$ cat src/rtl/data_sync_ctrl.sv
// data_sync_ctrl
//   Brings a source-domain data bus into the CLK domain. The bus_enable
//   qualifier is synchronised through a flop chain. On a rising edge of the
//   synchronised qualifier, the bus is captured and a one-cycle strobe is
//   issued. The FSM then waits in HOLD for the qualifier to fall. If the
//   qualifier stays high for too long, a sticky error is raised.
//
// Ports
//   CLK          destination-domain clock, rising edge
//   RST          asynchronous reset, active high
//   EN           synchronous enable; all state holds while low except enable_pulse
//   bus_enable   unsynchronised qualifier, high marks Unsync_bus valid
//   Unsync_bus   source-domain data, stable while bus_enable is high
//   sync_bus     registered captured data
//   enable_pulse one-cycle strobe marking a new sync_bus value
//   busy         high while the FSM is in HOLD
//   capture_cnt  completed capture count, wraps at 256
//   stuck_err    sticky HOLD-timeout flag, cleared only by reset
module data_sync_ctrl #(
  parameter int unsigned NUM_STAGES   = 2,
  parameter int unsigned BUS_WIDTH    = 8,
  parameter int unsigned HOLD_TIMEOUT = 1000
) (
  input  logic                 CLK,
  input  logic                 RST,
  input  logic                 EN,
  input  logic                 bus_enable,
  input  logic [BUS_WIDTH-1:0] Unsync_bus,
  output logic [BUS_WIDTH-1:0] sync_bus,
  output logic                 enable_pulse,
  output logic                 busy,
  output logic [7:0]           capture_cnt,
  output logic                 stuck_err
);

  localparam logic [15:0] TIMEOUT = 16'(HOLD_TIMEOUT);

  typedef enum logic {
    IDLE = 1'b0,
    HOLD = 1'b1
  } state_t;

  state_t                state;
  logic [NUM_STAGES-1:0] sync_chain;
  logic                  sync_en;
  logic                  sync_en_d;
  logic                  rise;
  logic                  fall;
  logic [15:0]           hold_cnt;
  logic [15:0]           hold_next;

  always_comb begin
    sync_en   = sync_chain[NUM_STAGES-1];
    rise      = sync_en & ~sync_en_d;
    fall      = ~sync_en & sync_en_d;
    hold_next = hold_cnt + 16'd1;
  end

  assign busy = (state == HOLD);

  // enable_pulse defaults low on every edge, so it drops even while EN is
  // low; everything else advances only on enabled edges.
  always_ff @(posedge CLK or posedge RST) begin
    if (RST) begin
      state        <= IDLE;
      sync_chain   <= '0;
      sync_en_d    <= 1'b0;
      sync_bus     <= '0;
      enable_pulse <= 1'b0;
      capture_cnt  <= '0;
      hold_cnt     <= '0;
      stuck_err    <= 1'b0;
    end else begin
      enable_pulse <= 1'b0;
      if (EN) begin
        sync_chain <= {sync_chain[NUM_STAGES-2:0], bus_enable};
        sync_en_d  <= sync_en;
        case (state)
          IDLE: begin
            if (rise) begin
              sync_bus     <= Unsync_bus;
              enable_pulse <= 1'b1;
              capture_cnt  <= capture_cnt + 8'd1;
              hold_cnt     <= '0;
              state        <= HOLD;
            end
          end
          HOLD: begin
            if (fall) begin
              state <= IDLE;
            end else if (hold_next == TIMEOUT) begin
              // Back in IDLE with the qualifier still high: sync_en_d is
              // already high, so no rise is seen until it drops and returns.
              stuck_err <= 1'b1;
              hold_cnt  <= '0;
              state     <= IDLE;
            end else begin
              hold_cnt <= hold_next;
            end
          end
          default: state <= IDLE;
        endcase
      end
    end
  end

endmodule

$ cat config.mk
export PLATFORM = sky130hd
export DESIGN_NAME = data_sync_ctrl
export DESIGN_NICKNAME = d
export VERILOG_FILES = /design/src/rtl/data_sync_ctrl.sv
export SDC_FILE = /design/constraint.sdc
export NUM_CORES = 1
export LEC_CHECK = 0
export ABC_AREA = 1
export CAP_MARGIN = 20
export CORE_MARGIN = 2
export CORE_UTILIZATION = 25
export CTS_BUF_LIST = sky130_fd_sc_hd__clkbuf_8
export CTS_CLUSTER_DIAMETER = 50
export CTS_CLUSTER_SIZE = 12
export DETAILED_ROUTE_END_ITERATION = 12
export GPL_TIMING_DRIVEN = 0
export HOLD_SLACK_MARGIN = 0.06
export PLACE_DENSITY = 0.51
export RECOVER_POWER = 100
export SETUP_SLACK_MARGIN = 0.02
export SLEW_MARGIN = 10
export SYNTH_ARGS = -nofsm -noshare
export SYNTH_HDL_FRONTEND = slang
export SYNTH_SLANG_ARGS = --single-unit
$ cat constraint.sdc
create_clock -name CLK -period 3.8 [get_ports CLK]
set_input_delay 0.57 -clock CLK [delete_from_list [all_inputs] [get_ports CLK]]
set_output_delay 0.57 -clock CLK [all_outputs]
set_load 0.05 [all_outputs]
# Word level (Yosys, flattened, before mapping)
# Cells that the tools add are included.
[totals] romBits=0 in_bits=12 wordCells=32 reg_bits=38 latch_bits=0 out_inout_bits=19 ram_bits=0 n_memories=0
[op_classes] mux=10 n_bitwise=6 magnitude_cmp=0 div_mod_pow=0 n_eq_ne=3 mul=0 n_addsub=2 n_reduce_logical=3 shifts=0
[op_table] operator="$mux W16" n=3
[op_table] operator="$pmux W16 S2" n=1
[op_table] operator="$add A16 B1 Y16 const B" n=1
[op_table] operator="$eq A16 B10 Y1 const B" n=1
[op_table] operator="$add A8 B1 Y8 const B" n=1
[op_table] operator="$reduce_and A3 Y1" n=2
[op_table] operator="$mux W1" n=5
[op_table] operator="$ne A2 B2 Y1 const B" n=2
[op_table] operator="$not A1 Y1" n=4
[op_table] operator="$reduce_and A4 Y1" n=1
[op_table] operator="$and A1 B1 Y1" n=2
[op_table] operator="$pmux W1 S2" n=1

# Logic depth before layout (Yosys ltp)
[logic_depth] word_depth=5 ltp_mapped=12 mapped_depth_nobuf=12

# Worst setup path before layout
# No wires, ideal clock.
[synth_timing] path_type="input to register" from="input EN" to="register hold_cnt[10]" t_required_ns=3.717 slack_ns=2.150 arrival_time_ns=1.567 setup_ns=0.083 path_buffers=1 cell_stages=8 cell_sequence="buf_2 -> nand2_1 -> inv_2 -> nand2_1 -> inv_2 -> a21oi_2 -> inv_2 -> o22ai_1"
[synth_via] elab_chain_cells=1
[synth_rtl] item="start: declaration" line="26" rtl="input logic EN,"
[synth_rtl] item="$reduce_and A3 Y1 (no source line)"
[synth_rtl] item="end signal: assignment" line="98" rtl="hold_cnt <= hold_next;"
[synth_rtl] item="end: declaration" line="49" rtl="logic [15:0] hold_cnt;"
# Every way passes these cells.
# A chain may end at the register's enable or synchronous reset.

# Worst setup path in the final report
[layout_timing] from="register hold_cnt[0]" to="register hold_cnt[5]"
[layout_via] elab_chain_cells=5
[layout_rtl] item="$add A16 B1 Y16 *" line="56" rtl="hold_next = hold_cnt + 16'd1;"
[layout_rtl] item="$eq A16 B10 Y1" line="91" rtl="end else if (hold_next == TIMEOUT) begin"
[layout_rtl] item="$mux W16 *" line="91"
[layout_rtl] item="$mux W16 *" line="89" rtl="if (fall) begin"
[layout_rtl] item="$pmux W16 S2 *" line="78" rtl="case (state)"
# Every way passes the cells marked *; elsewhere a longest branch is shown, timed or not. The select of a mux whose other input is x is not followed.

==> results.py <==
metrics = {
    "sta": {
        "tns_ns": 0,
        "fmax_ghz": 0.430,
        "fin_crit_sh_pct": 61.2,
        "setup_slack_ns": 1.47,
        "max_slew_margin_pct": 24.6,
        "tightest_slew_ns": 1.13,
        "rsz0062_at_grt": "false",
        "final-setup-viol-count": 0,
        "finalCriticalPeriod_ns": 2.33,
        "finalHoldViolCount": 0,
        "slew_viol_final": 0,
        "finClkSkew_ns": 0.00567,
    },
    "synthesis": {
        "syn_nets": 289,
        "synthArstFlopShare_pct": 100,
        "synth_area_leaders": "dfrtp_1, nand2_1, inv_1, nor2_1, nand3_1",
        "synth_common_cells": "nand2_1, dfrtp_1, inv_1",
        "yosys.cell_count.top_type": "nand2_1",
        "synth-edff-count": 0,
        "avgSynthCellArea_sq_um": 7.46,
        "yosys_warnings": 0,
        "synth.top_cell.area_share_pct": 46.4,
        "yosysTopAreaCell": "dfrtp_1",
        "syn_area_sq_um": 2050,
        "synthCells": 275,
        "ys_seq_area_share_pct": 46.4,
        "synth-seq-cells": 38,
        "ys_types": 29,
        "synthFlopType": "dfrtp_1",
    },
    "worst_setup_path": {
        "critPathKind": "reg2reg",
        "path_common_cell": "nand2_1",
        "r2r_slack_ns": 1.47,
        "max_stage_delay_ns": 0.41,
        "cp-end-kind": "register",
        "crit_slowest_cell": "dfrtp_1",
        "cp_num_buf_inv": 0,
        "r2r-end": "hold_cnt[5]$_DFFE_PP0P_",
        "required_ns": 3.97,
        "crit_arrival_ns": 2.50,
        "cpLargestDelayFamily": "simple AND/OR/NAND/NOR gates",
        "reg2reg_from": "hold_cnt[0]$_DFFE_PP0P_",
        "path_cells": "ha_1 > nand3_1 > nor2_1 > nand4_1 > nand2_2 > nand2_1 > nor3_1 > nand2_4 > nand2_1 > nand2_1",
        "worstPathMaxFanout": 8,
        "rr_worst_depth": 10,
        "critPathLaunchType": "register",
    },
    "min_path": {
        "min_from": "capture_cnt[7]$_DFFE_PP0P_",
        "holdPathStages": 1,
        "holdPathEnd": "capture_cnt[7]$_DFFE_PP0P_",
        "hold_class": "reg2reg",
    },
    "final_layout": {
        "fin_cells": 417,
        "antenna_cells": 0,
        "finalInstanceArea_sq_um": 2520,
        "layout.nets": 326,
        "syn2layout_area_growth_pct": 22.9,
        "drive_gt1_share_pct": 5.77,
    },
    "pwr": {
        "p_int_mw": 0.799,
        "combPwrFrac_pct": 41.2,
        "power.density_nw_per_um2": 572,
        "pwr-share-seq_pct": 40.4,
        "p_leak_nw": 1.26,
        "vdd_drop_max_uv": 347,
        "fin_total_pwr_mw": 1.44,
        "switching_power_mw": 0.642,
        "swShare_pct": 44.6,
        "clkPwrFrac_pct": 18.4,
    },
    "placement": {
        "port_buffers": 29,
        "hpwlAfterDp_mm": 3.39,
        "dp.cells": 410,
        "dpl_cell_area_sq_um": 2500,
        "place_ws_ns": 1.80,
        "gp_congestion": 0.806,
    },
    "clock_network": {
        "h-tree-depth": 2,
        "cts_hold_buf": 0,
        "worstSkewPairLatency_ns": 0.28,
        "post-cts-setup-buffer-count": 0,
        "cts_buffer_depth": 2,
        "clkTransAtPathRegs_ns": 0.07,
        "cts_inserted_buffers": 5,
        "cts_resized": 0,
        "cts_sinks": 38,
        "cts_tree": "done",
        "root_buffer": "clkbuf_8",
    },
    "grt": {
        "grt_usage_pct": 11.8,
        "grt_first_pass_wirelength_mm": 8.31,
        "grt_max_degree": 21,
        "antenna_found_initial": 0,
        "grt_overflow": 0,
        "grt_pass1_vias": 1832,
    },
    "die": {
        "die_area_sq_um": 8940,
        "chipWidth_um": 94.6,
        "start_util_pct": 25.3,
        "row_count": 33,
        "die_h_um": 94.6,
        "core-area_sq_um": 8090,
        "ios": 31,
    },
    "drt": {
        "drc": 0,
        "first_pass_iters": 4,
        "wirelength_mm": 4.57,
        "num_vias": 1765,
        "wl_per_cell_um": 11.0,
        "vias_per_cell": 4.23,
        "drtIter0Drc": 104,
        "ant_nets": 0,
    },
    "status": {
        "outcome": "finished clean",
    },
    "run": {
        "max-cap-violations": 0,
    },
}
-- layer usage --
metal	share of wire [%]	global-route usage, %	vias to the layer above
met1	50	15.3	794
li1	-	-	923
met5	0	0	-
met3	6.0	3.67	7
met2	43	18.6	41
met4	1.2	3.86	0
-- stage by stage --
step	util (%)	hold WS, ns
finish	31.2	0.465
global route	31.2	0.490
CTS	31.9	0.476
detailed placement	30.9	0.463
global placement	30.6	0.459
floorplan	-	0.442
-- sequential cells by signal (all words and copies together) (netlist names) --
name	cells
sync_chain	2
capture_cnt	8
sync_en_d	1
sync_bus	8
busy	1
enable_pulse	1
stuck_err	1
hold_cnt	16
-- worst max path at each step --
stage                          startpoint                    endpoint  slack (ns)  cells past startpoint
2_1_floorplan                          EN    hold_cnt[10]$_DFFE_PP0P_        2.15                      8
3_3_place_gp                          RST    hold_cnt[13]$_DFFE_PP0P_        1.37                      2
3_5_place_dp                           EN    hold_cnt[10]$_DFFE_PP0P_        1.80                      8
4_1_cts        capture_cnt[4]$_DFFE_PP0P_              capture_cnt[4]        1.64                      1
5_1_grt                               RST  capture_cnt[1]$_DFFE_PP0P_        1.07                      3
6_report          hold_cnt[0]$_DFFE_PP0P_     hold_cnt[5]$_DFFE_PP0P_        1.47                     10
-- cell families after synthesis --
group / Yosys count / share of synthesized area, %
flip-flops: 38 / 46.4
AO/OA/AOI/OAI: 18 / 5.37
AND/OR/NAND/NOR: 170 / 36.4
adder cells (fa/ha/maj): 2 / 1.22
buffers and inverters: 39 / 7.20
XOR/XNOR: 8 / 3.42
-- power by group through the flow --
stage               sequential (mW)  combinational, mW  clock (mW)
floorplan                     0.822              0.186           0
global placement              0.592              0.625           0
detailed placement            0.590              0.633           0
CTS                           0.589              0.634       0.279
global route                  0.601              0.648       0.299
finish                        0.582              0.594       0.265
-- placed cells by master, fill, tap and decap left out, types with 6 or more instances in the layout --
cell | Yosys | final
nand2_1 | 107 | 108
o22ai_1 | 7 | 7
clkdlybuf4s50_1 | 0 | 9
dfrtp_1 | 38 | 38
nor2_1 | 26 | 28
inv_1 | 30 | 34
xor2_1 | 6 | 6
nand3_1 | 13 | 14
dlygate4sd3_1 | 0 | 20
-- final cells by class --
class	instances	area, sq um
Fill cell	903	5570
Sequential cell	38	951
Multi-Input combinational cell	198	920
Timing Repair Buffer	30	294
Inverter	35	131
Tap cell	105	131
Clock buffer	5	68.8
Buffer	4	15.0
Clock inverter	2	10.0
-- worst reg2reg max path: stages, from the launching register on --
cell     delay [ns]
dfrtp_1        0.41
ha_1           0.21
nand3_1        0.16
nor2_1         0.39
nand4_1        0.17
nand2_2        0.11
nand2_1        0.09
nor3_1         0.39
nand2_4        0.14
nand2_1        0.08
nand2_1        0.05
No activity file was read; power rests on OpenSTA's default activity.
